==> src/rtl/branch_predictor.sv <==
// ---------------------------------------------------------------------------
// branch_predictor
//
// Direct-mapped branch target buffer with a saturating direction counter per
// entry. Fetch looks it up combinationally to pick the next PC. Execute trains
// it with resolved control-transfer outcomes. It also flags mispredictions so
// the hazard unit can flush the younger pipeline stages.
//
// Optional feature macro: BPRED_STATS_EN
//   defined   -> 32-bit saturating counters of update cycles and mispredict cycles
//   undefined -> no counter registers; both stat ports read 0
//
// Parameters:
//   ENTRIES : number of BTB entries (power of two, 2..256)
//   CTR_W   : direction counter width (1..4)
//
// Ports:
//   CLK                 in   clock, rising edge
//   nRST                in   asynchronous active-low reset
//   lookup_pc[31:0]     in   PC being fetched
//   pred_hit            out  valid entry whose tag matches lookup_pc
//   pred_taken          out  pred_hit && counter MSB
//   pred_target[31:0]   out  entry target if predicted taken, else lookup_pc+4
//   update_en           in   a resolved branch/jump is being trained this cycle
//   update_pc[31:0]     in   PC of the resolving instruction
//   update_taken        in   actual outcome
//   update_target[31:0] in   actual target
//   update_pred_taken   in   prediction that travelled with the instruction
//   update_pred_target  in   predicted target that travelled with it
//   mispredict          out  update_en && prediction was wrong
//   stat_updates[31:0]  out  count of update_en cycles
//   stat_mispredicts    out  count of mispredict cycles
// ---------------------------------------------------------------------------
module branch_predictor #(
    parameter int ENTRIES = 16,
    parameter int CTR_W   = 2
) (
    input  logic        CLK,
    input  logic        nRST,
    input  logic [31:0] lookup_pc,
    output logic        pred_hit,
    output logic        pred_taken,
    output logic [31:0] pred_target,
    input  logic        update_en,
    input  logic [31:0] update_pc,
    input  logic        update_taken,
    input  logic [31:0] update_target,
    input  logic        update_pred_taken,
    input  logic [31:0] update_pred_target,
    output logic        mispredict,
    output logic [31:0] stat_updates,
    output logic [31:0] stat_mispredicts
);
    localparam int IDX_W = $clog2(ENTRIES);
    localparam int TAG_W = 30 - IDX_W;

    // Counter encodings: allocate weakly taken, reset weakly not-taken.
    localparam logic [CTR_W-1:0] CTR_MAX   = {CTR_W{1'b1}};
    localparam logic [CTR_W-1:0] CTR_ALLOC = CTR_W'(1 << (CTR_W - 1));
    localparam logic [CTR_W-1:0] CTR_RST   = CTR_W'((1 << (CTR_W - 1)) - 1);

    logic             r_valid  [ENTRIES];
    logic [TAG_W-1:0] r_tag    [ENTRIES];
    logic [31:0]      r_target [ENTRIES];
    logic [CTR_W-1:0] r_ctr    [ENTRIES];

    logic [IDX_W-1:0] w_lk_idx;
    logic [TAG_W-1:0] w_lk_tag;
    logic [IDX_W-1:0] w_up_idx;
    logic [TAG_W-1:0] w_up_tag;
    logic             w_up_hit;
    logic             w_wr_en;
    logic [CTR_W-1:0] w_wr_ctr;
    logic [31:0]      w_wr_target;
    logic             w_unused;

    // Byte offset of the PC is irrelevant to word-aligned instructions.
    assign w_unused = ^{lookup_pc[1:0], update_pc[1:0]};

    // ------------------------------------------------------------------
    // Lookup: purely combinational, sees pre-update state (no bypass).
    // ------------------------------------------------------------------
    assign w_lk_idx    = lookup_pc[IDX_W+1:2];
    assign w_lk_tag    = lookup_pc[31:IDX_W+2];
    assign pred_hit    = r_valid[w_lk_idx] && (r_tag[w_lk_idx] == w_lk_tag);
    assign pred_taken  = pred_hit && r_ctr[w_lk_idx][CTR_W-1];
    assign pred_target = pred_taken ? r_target[w_lk_idx] : (lookup_pc + 32'd4);

    // ------------------------------------------------------------------
    // Misprediction: wrong direction, or taken with the wrong target.
    // ------------------------------------------------------------------
    assign mispredict = update_en &&
                        ((update_taken != update_pred_taken) ||
                         (update_taken && (update_target != update_pred_target)));

    // ------------------------------------------------------------------
    // Training: compute the new contents of the indexed entry.
    // ------------------------------------------------------------------
    assign w_up_idx = update_pc[IDX_W+1:2];
    assign w_up_tag = update_pc[31:IDX_W+2];
    assign w_up_hit = r_valid[w_up_idx] && (r_tag[w_up_idx] == w_up_tag);

    always_comb begin
        w_wr_en     = 1'b0;
        w_wr_ctr    = r_ctr[w_up_idx];
        w_wr_target = r_target[w_up_idx];
        if (update_en) begin
            if (w_up_hit) begin
                w_wr_en = 1'b1;
                if (update_taken) begin
                    if (r_ctr[w_up_idx] != CTR_MAX) begin
                        w_wr_ctr = r_ctr[w_up_idx] + 1'b1;
                    end
                    w_wr_target = update_target;
                end else if (r_ctr[w_up_idx] != '0) begin
                    w_wr_ctr = r_ctr[w_up_idx] - 1'b1;
                end
            end else if (update_taken) begin
                // Miss on a taken transfer: evict whatever lives here.
                w_wr_en     = 1'b1;
                w_wr_ctr    = CTR_ALLOC;
                w_wr_target = update_target;
            end
        end
    end

    always_ff @(posedge CLK or negedge nRST) begin
        if (!nRST) begin
            for (int i = 0; i < ENTRIES; i++) begin
                r_valid[i]  <= 1'b0;
                r_tag[i]    <= '0;
                r_target[i] <= '0;
                r_ctr[i]    <= CTR_RST;
            end
        end else if (w_wr_en) begin
            r_valid[w_up_idx]  <= 1'b1;
            r_tag[w_up_idx]    <= w_up_tag;
            r_target[w_up_idx] <= w_wr_target;
            r_ctr[w_up_idx]    <= w_wr_ctr;
        end
    end

    // ------------------------------------------------------------------
    // Optional statistics
    // ------------------------------------------------------------------
`ifdef BPRED_STATS_EN
    logic [31:0] r_stat_updates;
    logic [31:0] r_stat_mispredicts;

    always_ff @(posedge CLK or negedge nRST) begin
        if (!nRST) begin
            r_stat_updates     <= '0;
            r_stat_mispredicts <= '0;
        end else begin
            if (update_en && (r_stat_updates != 32'hFFFF_FFFF)) begin
                r_stat_updates <= r_stat_updates + 32'd1;
            end
            if (mispredict && (r_stat_mispredicts != 32'hFFFF_FFFF)) begin
                r_stat_mispredicts <= r_stat_mispredicts + 32'd1;
            end
        end
    end

    assign stat_updates     = r_stat_updates;
    assign stat_mispredicts = r_stat_mispredicts;
`else
    assign stat_updates     = 32'd0;
    assign stat_mispredicts = 32'd0;
`endif

endmodule

==> config.mk <==
export PLATFORM = sky130hd
export DESIGN_NAME = branch_predictor
export DESIGN_NICKNAME = d
export VERILOG_FILES = /design/src/rtl/branch_predictor.sv
export SDC_FILE = /design/constraint.sdc
export NUM_CORES = 2
export LEC_CHECK = 0
export CORE_MARGIN = 2
export CORE_UTILIZATION = 55
export DETAILED_ROUTE_END_ITERATION = 7
export GPL_ROUTABILITY_DRIVEN = 1
export GPL_TIMING_DRIVEN = 0
export PLACE_DENSITY_LB_ADDON = 0.2
export SLEW_MARGIN = 10
export SYNTH_ARGS = -nofsm -noshare
export SYNTH_HDL_FRONTEND = slang
export SYNTH_SLANG_ARGS = --single-unit
==> constraint.sdc <==
create_clock -name CLK -period 6.8 [get_ports CLK]
set_clock_uncertainty 0.15 [all_clocks]
set_input_delay 1.36 -clock CLK [delete_from_list [all_inputs] [get_ports CLK]]
set_output_delay 1.36 -clock CLK [all_outputs]
set_load 0.03 [all_outputs]
# Word-level counts from Yosys, hierarchy flattened
# Cells that the tools add are included.
# op_classes
n_addsub,3
n_lt_le_gt_ge,3
eq_ne,5
muxes,47
bitwise_logic,3
reduce_logical,8
# op_table
operator,n
$bwmux W512,1
$bwmux W416,1
$bmux W32 S4,2
$mux W32,8
$bmux W26 S4,2
$mux W26,5
$demux W32 S4,1
$demux W26 S4,1
$eq A26 B26 Y1,2
$add A32 B3 Y32 const B,1
$bwmux W32,1
$ne A32 B32 Y1,1
$mux W2,11
$bmux W2 S4,2
$or A16 B16 Y16,1
$ge A5 B5 Y1 const B,2
$not A4 Y5,2
$bmux W1 S4,2
$demux W2 S4,1
$mux W1,8
$logic_and A1 B1 Y1,6
$lt A5 B1 Y1 const B,1
$demux W1 S4,1
$add A2 B1 Y2 const B,1
5 further kinds,5
# word_totals
register_bits,976
inputBits,133
out_inout_bits,99

# Logic depth before layout (Yosys ltp)
# depth
ltp_word,10
mapped_depth,17
mapped_depth_nobuf,10

# Worst setup path after synthesis
# Ideal clock, no wire load.
# synth_path
kind,input to output
start,input lookup_pc[2]
end,output pred_taken
arrival_ps,5566
required_time_ps,5290
slack_ps,-276
path_stages,11
n_path_buf,3
cell_sequence,buf_2 > buf_1 > buf_1 > mux4_2 > a211oi_1 > a21oi_1 > xor2_1 > nor4_1 > nand4_1 > nor4_1 > nor2b_1
# synth_via
elab_chain_cells,7
# synth_rtl
item,line_no,text
"start, declared",40,"input logic [31:0] lookup_pc,"
$not A4 Y5 (not written as such) *,85,assign pred_hit = r_valid[w_lk_idx] && (r_tag[w_lk_idx] == w_lk_tag);
$bmux W26 S4,85,
$mux W26 (not written as such) (2 in a row),85,
$eq A26 B26 Y1,85,
$logic_and A1 B1 Y1 *,85,
net pred_hit,41,"output logic pred_hit,"
$logic_and A1 B1 Y1 *,86,assign pred_taken = pred_hit && r_ctr[w_lk_idx][CTR_W-1];
"end, declared",42,"output logic pred_taken,"
# Mark *: on every way through the listed nets, which the timed path passes. The rest lies on a longest branch. The select of a mux whose other input is x is not followed.

# Worst setup path in the final report
# layout_path
start,input update_pc[2]
end,register r_tag[126] in the netlist's numbering
# layout_via
elab_chain_cells,8
# layout_rtl
item,line_no,text
"start, declared",45,"input logic [31:0] update_pc,"
$not A4 Y5 (not written as such) *,"101, 137",
$bmux W26 S4,101,assign w_up_hit = r_valid[w_up_idx] && (r_tag[w_up_idx] == w_up_tag);
$mux W26 (not written as such) (2 in a row),101,
$eq A26 B26 Y1,101,
$logic_and A1 B1 Y1,101,
$mux W1,108,if (w_up_hit) begin
$mux W1,107,if (update_en) begin
"end signal, assigned by index",137,r_tag[w_up_idx] <= w_up_tag;
"end, declared",63,logic [TAG_W-1:0] r_tag [ENTRIES];
# Every way passes the cells marked *; elsewhere a longest branch is shown, timed or not. The select of a mux whose other input is x is not followed.
# A chain may end at the register's enable or synchronous reset.

==> summary.md <==
| Metric | Value |
|---|---|
| Routed WL | between 150000 and 200000 µm |
| Die area | about 100000 µm² |
| Crit start category | primary input |
| GRT Overall Usage | 38.6% |
| Mapped Area | between 50000 and 60000 µm² |
| Post-DP HPWL | 132000 µm |
| H-tree depth | 3 |
| Failing checks | max-capacitance violations, max-slew violations, negative setup slack |
| Reg power frac | between 40% and 50% |
| Clock power share | approximately 36% |
| Vias in the first global route | roughly 38000 |
| RD Place Congestion | slightly below 1 |
| Pwr/cell area | approximately 270 nW/µm² |
| CTS max path bufs | 3 |
| Seq/Total Area, Yosys | 44.8% |
| Die W | 319 µm |
| Fmax | around 0.15 GHz |
| Slew @ Worst Pin | approximately 1500 ps |
| Number of distinct library cells after synthesis | 64 |
| CTS buffer count | 106 |
| Worst-skew pair later-pin latency | between 700 and 800 ps |
| Final hold slack | ~340 ps |
| Nets | ~4100 |
| Fraction of registers with async set/reset | between 90% and 100% |
| Run status | finished, violations left |
| CTS tree | yes |
| DR pass1 iterations | 7 |
| Number of port buffers | ~140 |
| Post-Syn Instances | 3615 |
| Mean Syn Cell Area | approximately 15 µm² |
| Headroom to the max-slew limit | -1.74% |
| Overall die height | 319 µm |
| Synth top area cells | dfrtp_1 (44%), mux4_2 (22%), mux2_2 (19%) |
| Drt drc | 0 |
| Ys flop type | dfrtp_1 |
| Remaining antenna violation count after routing | 0 |
| Num ports | between 200 and 250 |
| Core Box Area | 98300 µm² |
| Area delta synth->final | 16.0% |
| Register bit total from synthesis | slightly below 1000 |
| P_int | 12.2 mW |
| YS warnings | 0 |
| Static Leak | 28.4 nW |
| Hold Violations, Final | 0 |
| Worst hold path class | flop to flop |
| Most used cell, CP | buf_2 |
| Slew Limit Fails | 11 |
| Worst vdd ir | approximately 0.22 mV |
| Placement row count | between 100 and 150 |
| Largest area contributor in the netlist | dfrtp_1 |
| Initial drt markers | 5149 |
| Post-layout min period | ~7000 ps |
| Vias | approximately 38000 |
| Clock Sinks | 976 |
| Clock slew at reported path FFs | approximately 60 ps |
| Vias/cell | 7.09 |
| Comb pwr share | between 20% and 30% |
| First-pass GRT wire length | around 280000 µm |
| Switching share of total power | 28.9% |
| Fin crit share | 101% |
| Crit path DAT | ~7300 ps |
| Finished layout cell area | 63300 µm² |
| CP cell instances | buf_2 -> buf_2 -> buf_2 -> buf_2 -> buf_2 -> clkbuf_4 -> a21oi_1 -> a41oi_1 -> nor4_1 -> buf_4 -> buf_6 -> o21ai_2 -> buf_2 -> mux2_2 |
| Top-area cell type share of the netlist area | approximately 44% |
| CP max stage cell | o21ai_2 |
| DP Area | 58000 µm² |
| Fillers | roughly 7200 |
| Post-synth EDFFs | 0 |
| CP max FO | 10 |
| Initial antenna violation count | 6 |
| Crit end category | flop |
| Avg WL per Cell | between 30 and 40 µm |
| Switch Pwr | 4.97 mW |
| CTS root buf | clkbuf_16 |
| Final setup margin | -80.8 ps |
| Max Cap Viol | 1 |
| Starting Density | around 55% |
| WS Path Type | primary input to flop |
| Critical path required time | ~7200 ps |
| Congestion Overflow GR | 0 |
| Largest net degree at the start of global routing | ~160 |
| Final setup viols | 20 |
| CP max stage delay | ~750 ps |
| Setup Total Neg Slack | -928 ps |
| Share of cells above drive strength 1 | between 50 and 60% |
## critical path: cells and delay by family
kind	cells	cell delay, ps
buffers and inverters	9	4040
and+or+nand+nor	1	110
muxes	1	400
AOI/OAI and AO/OA	3	1320
## state kept, by name, summed over array words and instances, names as in the netlist
register and cells:
r_tag 416, r_valid 16, r_ctr 32, r_target 512
## layout make-up
cell class                      count  area, µm²  area share [%]
Inverter                           16       60.1          0.0949
Antenna cell                        3       7.51          0.0119
Buffer                            414       2740            4.34
Clock buffer                      152       3150            4.98
Multi-Input combinational cell   2270      28600            45.2
Sequential cell                   976      24400            38.6
Clock inverter                     42        513           0.811
Tap cell                         1287       1610            2.55
Timing Repair Buffer              202       2120            3.35
## cells by family after synthesis
family / count (synthesis) / synth area share (%)
muxes: 1628 / 44.7
DFF: 976 / 44.8
buffers and inverters: 432 / 3.87
and+or+nand+nor: 318 / 2.84
AOI/OAI and AO/OA: 145 / 1.89
xor gates and xnor gates: 113 / 1.81
adders and majority gates: 2 / 0.0413
other: 1 / 0.00688
## synthesized netlist by cell type (3+ instances only)
library cell / n
a211oi_1: 25
a21oi_1: 31
a221oi_1: 3
a22oi_1: 5
and3_1: 10
and4_1: 3
buf_1: 47
buf_2: 128
buf_4: 71
buf_6: 8
clkbuf_1: 162
dfrtp_1: 960
dfstp_2: 16
inv_1: 14
mux2_1: 55
mux2_2: 907
mux2_4: 59
mux2i_1: 80
mux4_2: 527
nand2_1: 134
nand2b_1: 22
nand3_1: 22
nand3b_1: 5
nand4_1: 13
nor2_1: 37
nor2b_1: 31
nor3_1: 11
nor4_1: 18
nor4b_1: 4
o2111ai_1: 3
o211ai_1: 8
o21ai_0: 16
o21ai_2: 9
o221ai_1: 3
o22ai_1: 20
o32ai_1: 3
xnor2_1: 50
xor2_1: 63
## repair_timing
| item | in CTS | in global routing |
|---|---|---|
| setup endpoints to repair | 990 | 275 |
| pin swaps | 16 | 20 |
| endpoints found under the hold margin | 0 | 0 |
| hold buffers | 0 | 0 |
| setup buffers | 25 | 20 |
| resized for setup | 368 | 67 |
| gates cloned | 1 | 6 |
## placed cells by master (no fill, tap or decap), types with 59 or more instances in the layout
cell,synthesis,routed
conb_1,1,64
mux4_2,527,527
mux2_4,59,59
buf_4,71,113
clkdlybuf4s50_1,0,103
clkbuf_1,162,128
mux2i_1,80,74
mux2_2,907,907
buf_2,128,140
dfrtp_1,960,960
nand2_1,134,134
clkbuf_16,0,117
## power by group through the flow
stage	logic (mW)	registers, mW	clock network [mW]
after floorplan	2.48	7.17	0
after global placement	3.40	7.40	0
after detailed placement	3.49	7.41	0
after CTS	3.59	7.32	6.12
after global routing	3.88	7.45	6.36
final	3.71	7.37	6.13
## final timing paths
check / slack [ps] / start / end / cells after the start
max: -80 / update_pc[2] / r_tag[126] / 14
min: 340 / r_valid[5] / r_valid[5] / 1
max reg2reg: 2000 / r_tag[343] / r_tag[126] / 12
min reg2reg: 340 / r_valid[5] / r_valid[5] / 1
max in group asynchronous: 4130 / nRST / r_tag[192] / 3
min in group asynchronous: 470 / nRST / r_target[264] / 1
## per-layer routing
metal	global-route usage [%]	up-vias	share of wire, %
li1	-	14500	-
met1	54.3	20300	39
met2	53.9	2648	42
met3	13.8	568	13
met4	18.0	8	5.2
met5	0	-	0.030
## metrics by stage
| stage | setup slack (ps) | total power, mW | util, % | instances |
|---|---|---|---|---|
| 6_report | -80.8 | 17.2 | 64.4 | 5362 |
| 5_1_grt | -12.4 | 17.7 | 64.4 | 5360 |
| 3_3_place_gp | -40720 | 10.8 | 58.8 | 5104 |
| 4_1_cts | -84.1 | 17.0 | 63.8 | 5332 |
| 3_5_place_dp | -4570 | 10.9 | 59.0 | 5113 |
| 2_1_floorplan | 73.1 | 9.65 | - | 3678 |
Note: power is estimated with default switching activity, not from simulation.
